File: config.mk
export PLATFORM = sky130hd
export DESIGN_NAME = sprite_row_fetcher_flat
export DESIGN_NICKNAME = d
export VERILOG_FILES = /design/src/rtl/sprite_row_fetcher_if.sv /design/src/rtl/sprite_row_fetcher.sv /design/src/flat_wrapper.sv
export SDC_FILE = /design/constraint.sdc
export NUM_CORES = 1
export LEC_CHECK = 0
export BUFFER_PORTS_ARGS = -buffer_cell sky130_fd_sc_hd__buf_2
export CAP_MARGIN = 30
export CORE_MARGIN = 8
export CORE_UTILIZATION = 35
export DETAILED_ROUTE_END_ITERATION = 8
export GPL_ROUTABILITY_DRIVEN = 1
export GPL_TIMING_DRIVEN = 0
export PLACE_DENSITY = 0.62
export SYNTH_ARGS = -nofsm -noshare
export SYNTH_HDL_FRONTEND = slang
export SYNTH_SLANG_ARGS = --single-unit
File: constraint.sdc
create_clock -name Clk -period 6.4 [get_ports Clk]
set_input_delay 0 -clock Clk [delete_from_list [all_inputs] [get_ports Clk]]
set_output_delay 0 -clock Clk [all_outputs]
set_load 0.02 [all_outputs]
File: src/rtl/sprite_row_fetcher_if.sv
// Sprite ROM read port: address out from the fetcher, 2-bit palette data back
// one cycle later.
interface sprite_row_fetcher_if;
   logic [15:0] rom_address;
   logic [1:0]  rom_data;

   modport master (output rom_address, input rom_data);
   modport slave  (input rom_address, output rom_data);
endinterface

File: src/rtl/sprite_row_fetcher.sv
// Fetches one sprite row from ROM per scanline into a local buffer, then serves
// per-pixel palette indices during active video.
module sprite_row_fetcher #(
   parameter int SPR_W    = 60,
   parameter int SPR_H    = 100,
   parameter int N_FRAMES = 6
) (
   input  logic                       Clk,
   input  logic                       Reset,
   input  logic                       line_start,
   input  logic [9:0]                 line_y,
   input  logic [9:0]                 sprite_x,
   input  logic [9:0]                 sprite_y,
   input  logic [2:0]                 frame_sel,
   input  logic                       flip_x,
   input  logic [9:0]                 DrawX,
   sprite_row_fetcher_if.master       rom,
   output logic                       busy,
   output logic [1:0]                 pixel_idx,
   output logic                       pixel_valid
);

   localparam int CW = $clog2(SPR_W);

   typedef enum logic [1:0] {IDLE, FETCH, DRAIN, READY} state_t;

   state_t          state;
   logic [CW-1:0]   col;
   logic [CW-1:0]   cap_col;
   logic            cap_vld;
   logic            row_hit;
   logic            flip_q;
   logic [9:0]      sx_q;
   logic [1:0]      row_buf [SPR_W];

   // Row decode on 11 bits so sprite_y+SPR_H-1 cannot wrap past 1023.
   logic            hit;
   logic [15:0]     base_nxt;
   assign hit = ({1'b0, line_y} >= {1'b0, sprite_y}) &&
                ({1'b0, line_y} <= {1'b0, sprite_y} + 11'(SPR_H - 1)) &&
                (32'(frame_sel) < N_FRAMES);
   assign base_nxt = 16'(frame_sel) * 16'(SPR_W * SPR_H) +
                     16'(line_y - sprite_y) * 16'(SPR_W);

   logic [10:0]     dx;
   logic            in_span;
   logic [1:0]      pix;
   assign dx      = {1'b0, DrawX} - {1'b0, sx_q};
   assign in_span = ({1'b0, DrawX} >= {1'b0, sx_q}) &&
                    ({1'b0, DrawX} <= {1'b0, sx_q} + 11'(SPR_W - 1));
   assign pix     = row_buf[dx[CW-1:0]];

   // Buffer needs no reset: row_hit masks stale contents.
   always_ff @(posedge Clk) begin
      if (!Reset && cap_vld) begin
         if (flip_q) row_buf[CW'(SPR_W - 1) - cap_col] <= rom.rom_data;
         else        row_buf[cap_col]                 <= rom.rom_data;
      end
   end

   always_ff @(posedge Clk) begin
      if (Reset) begin
         state           <= IDLE;
         rom.rom_address <= '0;
         busy            <= 1'b0;
         pixel_idx       <= '0;
         pixel_valid     <= 1'b0;
         row_hit         <= 1'b0;
         col             <= '0;
         cap_col         <= '0;
         cap_vld         <= 1'b0;
         flip_q          <= 1'b0;
         sx_q            <= '0;
      end else begin
         // ROM data lags the address by one cycle; an abort drops the in-flight datum.
         cap_vld     <= (state == FETCH) && !line_start;
         cap_col     <= col;
         pixel_idx   <= '0;
         pixel_valid <= 1'b0;
         if (line_start) begin
            sx_q    <= sprite_x;
            flip_q  <= flip_x;
            row_hit <= hit;
            col     <= '0;
            if (hit) begin
               state           <= FETCH;
               busy            <= 1'b1;
               rom.rom_address <= base_nxt;
            end else begin
               state           <= READY;
               busy            <= 1'b0;
               rom.rom_address <= '0;
            end
         end else begin
            case (state)
               FETCH: begin
                  if (col == CW'(SPR_W - 1)) begin
                     state           <= DRAIN;
                     rom.rom_address <= '0;
                  end else begin
                     col             <= col + 1'b1;
                     rom.rom_address <= rom.rom_address + 16'd1;
                  end
               end
               DRAIN: begin
                  state <= READY;
                  busy  <= 1'b0;
               end
               READY: begin
                  if (row_hit && in_span) begin
                     pixel_idx   <= pix;
                     pixel_valid <= |pix;
                  end
               end
               default: ;
            endcase
         end
      end
   end

endmodule

File: src/flat_wrapper.sv
// flat-port wrapper written by rule: the top's interface ports become plain ports
module sprite_row_fetcher_flat 
#(
   parameter int SPR_W    = 60,
   parameter int SPR_H    = 100,
   parameter int N_FRAMES = 6
)
  (Clk, Reset, line_start, line_y, sprite_x, sprite_y, frame_sel, flip_x, DrawX, busy, pixel_idx, pixel_valid, rom_rom_address, rom_rom_data);
  sprite_row_fetcher_if rom_i ();
  input  logic Clk;
  input  logic Reset;
  input  logic line_start;
  input  logic [9:0] line_y;
  input  logic [9:0] sprite_x;
  input  logic [9:0] sprite_y;
  input  logic [2:0] frame_sel;
  input  logic flip_x;
  input  logic [9:0] DrawX;
  output logic busy;
  output logic [1:0] pixel_idx;
  output logic pixel_valid;
  output wire logic [$bits(rom_i.rom_address)-1:0] rom_rom_address;
  input wire logic [$bits(rom_i.rom_data)-1:0] rom_rom_data;
  assign rom_rom_address = rom_i.rom_address;
  assign rom_i.rom_data = rom_rom_data;
  sprite_row_fetcher #(.SPR_W(SPR_W), .SPR_H(SPR_H), .N_FRAMES(N_FRAMES)) u_core (.Clk(Clk), .Reset(Reset), .line_start(line_start), .line_y(line_y), .sprite_x(sprite_x), .sprite_y(sprite_y), .frame_sel(frame_sel), .flip_x(flip_x), .DrawX(DrawX), .rom(rom_i), .busy(busy), .pixel_idx(pixel_idx), .pixel_valid(pixel_valid));
endmodule
After elaboration in Yosys (flattened, before gate mapping)
Memories as Yosys holds them, arrays and structs flattened.
Cells that the tools add are included.
{ "word_totals": {"ff_bits": 47, "mem_bits_rw": 120, "input_bits": 49, "out_inout_bits": 20, "wordCells": 72, "mem_count": 1} }
{ "mem_list": {"columns": ["memory", "depth", "width", "rd", "rd_clocked_by_memory_dff", "write_ports", "line", "text"], "rows": [
  ["u_core.row_buf", 60, 2, 1, 0, 1, "sprite_row_fetcher.sv:34", "logic [1:0] row_buf [SPR_W];"]
]} }
{ "classes": {"n_addsub": 8, "mul": 2, "order_cmp": 5, "n_eq_ne": 5, "mux": 20, "bitwise": 3, "n_reduce_logical": 17} }
{ "op_table": {"columns": ["operator", "count"], "rows": [
  ["16-bit two-way mux", 4],
  ["10-bit by 11-bit less-or-equal comparator with 1-bit output", 2],
  ["10-bit >= comparator", 2],
  ["16-bit by 1-bit adder with 16-bit output (second input constant)", 1],
  ["16-bit adder", 1],
  ["16-bit by 4-bit multiplier with 14-bit output (second input constant)", 1],
  ["3-bit by 9-bit multiplier with 12-bit output (second input constant)", 1],
  ["10-bit by 6-bit adder with 11-bit output (second input constant)", 1],
  ["10-bit by 7-bit adder with 11-bit output (second input constant)", 1],
  ["10-bit by 10-bit subtractor with 11-bit output", 1],
  ["1-bit two-way mux", 10],
  ["2-bit two-way mux", 4],
  ["6-bit by 1-bit adder with 6-bit output (second input constant)", 1],
  ["6-bit == test (second input constant)", 1],
  ["1-bit logical AND", 6],
  ["6-bit two-way mux", 1],
  ["2-bit OR reduction", 3],
  ["6-bit subtractor", 1],
  ["6-bit subtractor (first input constant)", 1],
  ["2-bit == test (second input constant)", 2],
  ["2-bit one-hot mux with 2 select lines", 1],
  ["2-bit AND reduction", 2],
  ["2-bit nonzero test", 2],
  ["4-bit OR reduction", 1],
  ["other kinds (6)", 9]
]} }

Longest topological paths before layout
Gate-level depths: netlist of the first run.
{ "logic_depth": {"ltp_word": 6, "ltp_mapped": 26} }

Least setup slack after synthesis of the first run
No wires, ideal clock.
{ "synth_path": {"path_type": "input-to-reg", "start": "input sprite_y[1]", "end": "register u_core.rom.rom_address[15]", "setup_ps": 62, "arrival_ps": 5042, "required_ps": 6338, "slack_ps": 1296, "cell_stages": 26, "path_cell_list": "inv_1 -> ha_1 -> nor2b_1 -> o21a_1 -> nor2_1 -> xnor2_1 -> fa_1 -> inv_1 -> fa_1 -> inv_1 -> ha_1 -> nor2b_1 -> o21ai_0 -> nand2_1 -> a21o_1 -> a21o_1 -> a21o_1 -> a21o_1 -> a2111oi_0 -> nand3b_1 -> ha_1 -> a21oi_1 -> o21ai_1 -> nand2b_1 -> a2111o_1 -> nand3_1"} }
{ "synth_via": {"elab_chain_len": 6, "elab_cells_between_ends": 10} }
{ "synth_lines": {"columns": ["item", "line", "text"], "rows": [
  ["from (decl)", "flat_wrapper.sv:15", "input logic [9:0] sprite_y;"],
  ["parallel branches: the longest is 4 deep, another holds 16-bit by 4-bit multiplier with 14-bit output", null, null],
  ["16-bit two-way mux (*)", "sprite_row_fetcher.sv:85", "if (hit) begin"],
  ["16-bit two-way mux (*)", "sprite_row_fetcher.sv:80", "if (line_start) begin"],
  ["to (signal assigned)", "sprite_row_fetcher.sv:88", "rom.rom_address <= base_nxt;"],
  ["to (signal assigned)", "sprite_row_fetcher.sv:102", "rom.rom_address <= rom.rom_address + 16'd1;"],
  ["to (decl)", "sprite_row_fetcher_if.sv:7", "modport master (output rom_address, input rom_data);"]
]} }
Every way passes the cells marked *.
A chain may end at the register's enable or synchronous reset.

Worst setup path in the final report of the first run
Same ends and word-level chain as after synthesis.

==> summary.md, run 1 <==
| Metric | Value |
|---|---|
| WL final | `23,000 um` |
| Clock sinks | `167` |
| Ant. Diodes | `0` |
| Post-synth top area share | `34.7%` |
| Synth Register Bits | `167` |
| Most used cell, CP | `a21o_1` |
| Nets | `1,177` |
| Final setup fails | `0` |
| GRT Util Overall | `13.1%` |
| Routability cong. | `0.815` |
| Vias in the first global route | `7,532` |
| Reg clk slew, reported paths | `0.08 ns` |
| First-pass GRT wire length | `37,800 um` |
| Ys Warns | `0` |
| CP max stage delay | `0.52 ns` |
| Routed len/inst | `16.1 um` |
| Core area | `29,500 sq um` |
| Maximum VDD drop | `0.331 mV` |
| Worst Clk Skew | `0.0150 ns` |
| Die Height | `188 um` |
| Setup Buffers After CTS | `0` |
| Post-DRT Antenna Nets | `0` |
| Most instantiated library cell after synthesis | `nor2_1` |
| Normalized max-slew margin | `30.7%` |
| Mean post-synth cell area | `11.2 sq um` |
| Synth top cells by count | `nor2_1, edfxtp_1, ha_1, inv_1, dfxtp_1` |
| Slowest stage cell, crit path | `xnor2_1` |
| Initial cell density of the core | `35.3%` |
| Final Total Pwr | `5100 uW` |
| Static Leak | `0.00457 uW` |
| Max Cap Viol | `0` |
| Worst endpoint data arrival time | `5.57 ns` |
| Largest family of logic cells by synthesized area | `adder cells` |
| Final slew viol count | `0` |
| Fin crit period | `5.20 ns` |
| Area of the die | `35,500 sq um` |
| Crit path capture type | `flop` |
| Worst Hold Class | `in2reg` |
| Post-synthesis adder-cell area fraction | `13.2%` |
| Row cnt | `63` |
| Grt ovf | `0` |
| Worst EP required | `6.77 ns` |
| Setup TNS | `0 ns` |
| CTS Buf Count | `17` |
| Post-Synth Simple-Gate Area | `13.0%` |
| RSZ-0062 raised after global routing | `no` |
| CTS tree | `yes` |
| Final core occ | `40.4%` |
| Top cell type by total area after synthesis | `edfxtp_1` |
| Async SR Flop Fraction | `0%` |
| Crit path max fanout | `5` |
| Final hold violations | `0` |
| Fmax achieved | `0.192 GHz` |
| Synth area leaders | `edfxtp_1, ha_1, dfxtp_1` |
| Antenna violations before repair | `1` |
| IO Count | `69` |
| Hold Slack | `0.187 ns` |
| HPWL Detailed | `17,300 um` |
| Post-Synth XOR/XNOR Area | `6.21%` |
| Worst-Skew Late Latency | `0.43 ns` |
| Synth-to-layout area growth | `14.6%` |
| Synth Area in Compound Gates | `10.5%` |
| DR DRC count | `0` |
| Worst-margin pin slew | `1.04 ns` |
| Mux cell area share after synthesis | `10.2%` |
| Cells after Synth | `931` |
| Register area share after synthesis | `43.7%` |
| Fill count | `2,839` |
| DR pass1 iterations | `5` |
| PostCTS Resize Cnt | `0` |
| Initial drt markers | `497` |
| Fin crit share | `81.2%` |
| I/O Buffers | `67` |
| Run status | `finished, final reports clean` |
| Die W | `188 um` |
| Pin count of the biggest net entering global routing | `61` |
| PD cells | `428 nW/um^2` |
| Post-synthesis net count | `1,079` |
| H-Tree Depth | `4` |
| Synth cell types | `71` |
| Routed vias/inst | `5.12` |
| Crit Path Class | `in2reg` |
| Critical Path Start Type | `input pin` |
| CTS root buf | `clkbuf_16` |
| Clock Path Buffers | `2` |
| Vias | `7,328` |
| Post-synth EDFFs | `120` |
| Top_reg_cell synth | `edfxtp_1` |
| Share of layout cells above drive strength 1 | `15.4%` |
| Post-Syn Area | `10,400 sq um` |
-- cell usage in the layout, fill, tap and decap left out, types with 16 or more instances in the layout --
| master | Yosys | final |
|---|---|---|
| nor2_1 | 133 | 133 |
| edfxtp_1 | 120 | 120 |
| ha_1 | 82 | 82 |
| buf_2 | 4 | 71 |
| inv_1 | 61 | 61 |
| dfxtp_1 | 47 | 47 |
| nand2_1 | 44 | 44 |
| xnor2_1 | 44 | 44 |
| o21ai_0 | 39 | 39 |
| mux4_2 | 36 | 36 |
| a21oi_1 | 31 | 31 |
| xor2_1 | 26 | 26 |
| nand3_1 | 23 | 23 |
| mux2i_1 | 23 | 23 |
| fa_1 | 17 | 17 |
| clkbuf_16 | 0 | 17 |
| a21o_1 | 16 | 16 |
-- worst max-delay path: cells and delay by family --
family	cells	cell delay (ns)
AO/OA/AOI/OAI	10	2.08
XOR/XNOR	1	0.52
adder cells (fa/ha/maj)	5	1.73
buffers and inverters	4	0.34
AND/OR/NAND/NOR	7	0.88
-- through the flow --
stage / instance area [sq um] / worst slack, ns / cells
global placement: 11200 / 0.752 / 1388
detailed placement: 11200 / 0.706 / 1388
CTS: 11900 / 1.13 / 1431
global route: 11900 / 0.680 / 1431
floorplan: 10400 / 1.30 / 931
finish: 11900 / 1.20 / 1431
-- power by group --
| part | internal [uW] | switching (uW) | total, uW | leakage [uW] |
|---|---|---|---|---|
| Sequential | 1190 | 39.6 | 1220 | 0.00146 |
| Combinational | 1270 | 1620 | 2890 | 0.00282 |
| Clock | 521 | 464 | 985 | 0.000284 |
| Total | 2980 | 2120 | 5100 | 0.00457 |
-- repair_timing --
item                                    CTS  global route
hold endpoints to repair                 16             0
hold buffers                             12             0
endpoints found under the setup margin    0             0
-- cell type report --
| cell class | instances | area (sq um) | share of cell area [%] |
|---|---|---|---|
| Buffer | 22 | 95.1 | 0.798 |
| Clock inverter | 14 | 150 | 1.26 |
| Tap cell | 390 | 488 | 4.09 |
| Inverter | 61 | 229 | 1.92 |
| Timing Repair Buffer | 79 | 455 | 3.82 |
| Multi-Input combinational cell | 681 | 5530 | 46.4 |
| Sequential cell | 167 | 4540 | 38.1 |
| Clock buffer | 17 | 425 | 3.57 |
-- sequential cells by signal, indices dropped and copies added, names as in the netlist --
name                    cells
u_core.pixel_idx            2
u_core.row_hit              1
u_core.flip_q               1
u_core.col                  6
u_core.state                2
u_core.sx_q                10
u_core.cap_col              6
u_core.row_buf            120
u_core.busy                 1
u_core.cap_vld              1
u_core.rom.rom_address     16
u_core.pixel_valid          1
-- cells by family (layout without fill, tap and decap cells) --
| family | Yosys count | count (layout) |
|---|---|---|
| multiplexers | 61 | 61 |
| flip-flops | 167 | 167 |
| buffers and inverters | 83 | 193 |
| XOR/XNOR | 72 | 72 |
| AND/OR/NAND/NOR | 289 | 289 |
| AO/OA/AOI/OAI | 159 | 159 |
| adder cells (fa/ha/maj) | 100 | 100 |
-- layer usage --
metal	track usage, %	wire length [um]	vias up	share of wire (%)
li1	-	-	3610	-
met2	22.7	11300	164	49
met3	2.74	1080	23	4.7
met5	0	8	-	0.035
met1	16.3	10300	3529	45
met4	3.49	310	2	1.3
-- final timing paths --
kind                                             endpoint  cells after the start                        start  slack [ns]
setup reg to reg            u_core.pixel_valid$_SDFF_PP0_                      9  u_core.sx_q[0]$_SDFFE_PP0P_        3.10
hold reg to reg               u_core.row_hit$_SDFFE_PP0P_                      2  u_core.row_hit$_SDFFE_PP0P_        0.48
hold / removal     u_core.rom.rom_address[4]$_SDFFE_PP0P_                      5                 frame_sel[0]        0.19
setup / recovery  u_core.rom.rom_address[15]$_SDFFE_PP0P_                     27                  sprite_y[1]        1.20
(Power assumes the default switching activity.)
==> inputs of run 2 (changes only) <==
==> constraint.sdc (replaced) <==
create_clock -name Clk -period 5.11 [get_ports Clk]
set_input_delay 0 -clock Clk [delete_from_list [all_inputs] [get_ports Clk]]
set_output_delay 0 -clock Clk [all_outputs]
set_load 0.02 [all_outputs]
==> summary.md, run 2 (synthesis results as in run 1) <==
| Metric | Value |
|---|---|
| CTS tree | `yes` |
| Routability cong. | `0.815 (unchanged)` |
| DR DRC count | `0 (unchanged)` |
| Crit path from | `sprite_y[1]` |
| Core area | `29,500 sq um (unchanged)` |
| Normalized max-slew margin | `30.7% (about the same)` |
| Setup TNS | `0 ns (unchanged)` |
| First-pass GRT wire length | `37,900 um (+0.13%)` |
| Placed Area | `11,200 sq um (unchanged)` |
| Maximum VDD drop | `0.415 mV (+25%)` |
| Die W | `188 um (unchanged)` |
| Clock Path Buffers | `2 (unchanged)` |
| Final slew viol count | `0 (unchanged)` |
| Final setup fails | `0 (unchanged)` |
| Fin crit share | `94.1%` |
| Reg clk slew, reported paths | `0.08 ns (about the same)` |
| Critical Path Start Type | `input pin` |
| Switch share | `41.6% (+0.053 points)` |
| PD cells | `540 nW/um^2 (+26%)` |
| DR pass1 iterations | `5 (unchanged)` |
| Top Registers | `u_core.row_buf: 120 flops, u_core.rom.rom_address: 16 flops, u_core.sx_q: 10 flops` |
| Combinational share of power | `57.4% (+0.7 points)` |
| Worst Clk Skew | `0.0143 ns (-0.000696 ns)` |
| CTS Buf Count | `17 (unchanged)` |
| Routed len/inst | `16.2 um (+0.39%)` |
| Initial cell density of the core | `35.3% (unchanged)` |
| CTS root buf | `clkbuf_16` |
| Row cnt | `63 (unchanged)` |
| Run status | `finished, final reports clean` |
| Crit path capture type | `flop` |
| Grt ovf | `0 (unchanged)` |
| Commonest non-fill, non-tap cell in the layout | `nor2_1` |
| Worst Hold Class | `in2reg` |
| Antenna violations before repair | `1 (unchanged)` |
| IO Count | `69 (unchanged)` |
| Min-Delay Startpoint | `frame_sel[0]` |
| Share of layout cells above drive strength 1 | `16.6% (+1.2 points)` |
| Worst-margin pin slew | `1.04 ns (-0.000161 ns)` |
| Commonest non-fill, non-tap cells in the layout | `nor2_1, edfxtp_1, ha_1` |
| Post-Layout Cell Count | `1,433 (+0.14%)` |
| Sw Pwr | `2710 uW (+27%)` |
| Clock power share | `19.0% (-0.3 points)` |
| Reg with most FFs | `u_core.row_buf` |
| Largest register FFs | `120 (unchanged)` |
| Static Leak | `0.00459 uW (+0.63%)` |
| Routed vias/inst | `5.12 (about the same)` |
| Placed cells | `1,388 (unchanged)` |
| I/O Buffers | `67 (unchanged)` |
| Crit Path Class | `in2reg` |
| GRT Util Overall | `13.1% (+0.020 points)` |
| H-Tree Depth | `4 (unchanged)` |
| Sequential share of power | `23.6% (-0.4 points)` |
| Final instance area | `12,000 sq um (+0.86%)` |
| Area of the die | `35,500 sq um (unchanged)` |
| Worst endpoint data arrival time | `5.18 ns (-0.39 ns)` |
| Crit path max fanout | `4 (-1)` |
| HPWL Detailed | `17,300 um (unchanged)` |
| Nets | `1,179 (+0.17%)` |
| Initial drt markers | `476 (-4.2%)` |
| Post-DRT Antenna Nets | `0 (unchanged)` |
| Max Cap Viol | `0 (unchanged)` |
| Ant. Diodes | `0 (unchanged)` |
| Final Total Pwr | `6500 uW (+27%)` |
| Fmax achieved | `0.208 GHz` |
| Vias | `7,343 (+0.20%)` |
| Power Internal | `3790 uW (+27%)` |
| Fin crit period | `4.81 ns` |
| WL final | `23,200 um (+0.53%)` |
| Vias in the first global route | `7,540 (+0.11%)` |
| Worst EP required | `5.48 ns (-1.29 ns)` |
| Worst-Skew Late Latency | `0.43 ns (about the same)` |
| Critical R2R Launch | `u_core.sx_q[0]$_SDFFE_PP0P_` |
| Pin count of the biggest net entering global routing | `61 (unchanged)` |
| Synth-to-layout area growth | `15.6%` |
| Die Height | `188 um (unchanged)` |
| Final hold violations | `0 (unchanged)` |
| Clock sinks | `167 (unchanged)` |
-- run 2: changes by cell type in the layout (fill, tap and decap cells not counted), moves of 2 or more --
cell	previous run	this run
xnor2_1	44	42
buf_4	2	4
xnor2_2	2	4
xor2_2	0	2
xor2_1	26	23
-- run 2: area by class of cell --
| type | count | area (sq um) |
|---|---|---|
| Buffer | 22 | 95.1 |
| Clock buffer | 17 | 425 |
| Clock inverter | 14 | 150 |
| Fill cell | 2827 | 17500 |
| Inverter | 61 | 229 |
| Multi-Input combinational cell | 681 | 5620 |
| Sequential cell | 167 | 4540 |
| Tap cell | 390 | 488 |
| Timing Repair Buffer | 81 | 470 |
-- run 2: metal layers --
layer	global-route usage, %	share of wire [%]	up-vias	wire length, um
met1	16.3	45	3537	10400
met2	22.8	49	162	11400
li1	-	-	3615	-
met3	2.74	4.4	27	1030
met4	3.49	1.5	2	340
met5	0	0.035	-	8
-- run 2: timing repair --
item	CTS	global route
pin swaps	1	3
hold endpoints to repair	16	0
setup endpoints to repair	1	1
gates resized for setup	1	13
setup buffers	1	1
hold buffers	12	0
gates cloned	0	0
-- run 2: critical path, stage by stage --
cell       delay [ns]
buf_2            0.11
inv_2            0.06
ha_1             0.28
nor2b_2          0.17
o21a_1           0.17
nor2_2           0.12
xnor2_2          0.11
fa_1             0.54
inv_1            0.05
fa_1             0.49
inv_1            0.07
ha_4             0.26
nor2b_1          0.12
o21ai_0          0.14
nand2_1          0.10
a21o_1           0.18
a21o_1           0.20
a21o_1           0.18
a21o_1           0.21
a2111oi_4        0.29
nand3b_1         0.15
ha_1             0.27
a21oi_1          0.15
o21ai_1          0.11
nand2b_1         0.16
a2111o_1         0.41
nand3_1          0.08
-- run 2: path summary, 6_finish.rpt --
check	end	slack, ns	cells after the start
worst min register to register	u_core.row_hit$_SDFFE_PP0P_	0.48	2
worst max-delay path	u_core.rom.rom_address[15]$_SDFFE_PP0P_	0.30	27
worst min-delay path	u_core.rom.rom_address[4]$_SDFFE_PP0P_	0.19	5
worst max register to register	u_core.pixel_valid$_SDFF_PP0_	1.82	9
-- run 2: through the flow --
step           hold WS (ns)  utilization, %  worst slack, ns
6_report              0.187            40.8            0.303
5_1_grt               0.203            40.8          -0.0193
4_1_cts               0.185            40.5           0.0237
3_5_place_dp          0.249            38.1           -0.584
3_3_place_gp          0.241            38.1           -0.538
2_1_floorplan        0.0989               -          0.00623
-- run 2: power groups by stage --
stage / clock network [uW] / logic, uW / registers, uW
finish: 1230 / 3730 / 1530
global route: 1300 / 4210 / 1540
CTS: 1250 / 3660 / 1530
floorplan: 0 / 2830 / 1580
detailed placement: 0 / 3620 / 1560
global placement: 0 / 3610 / 1560
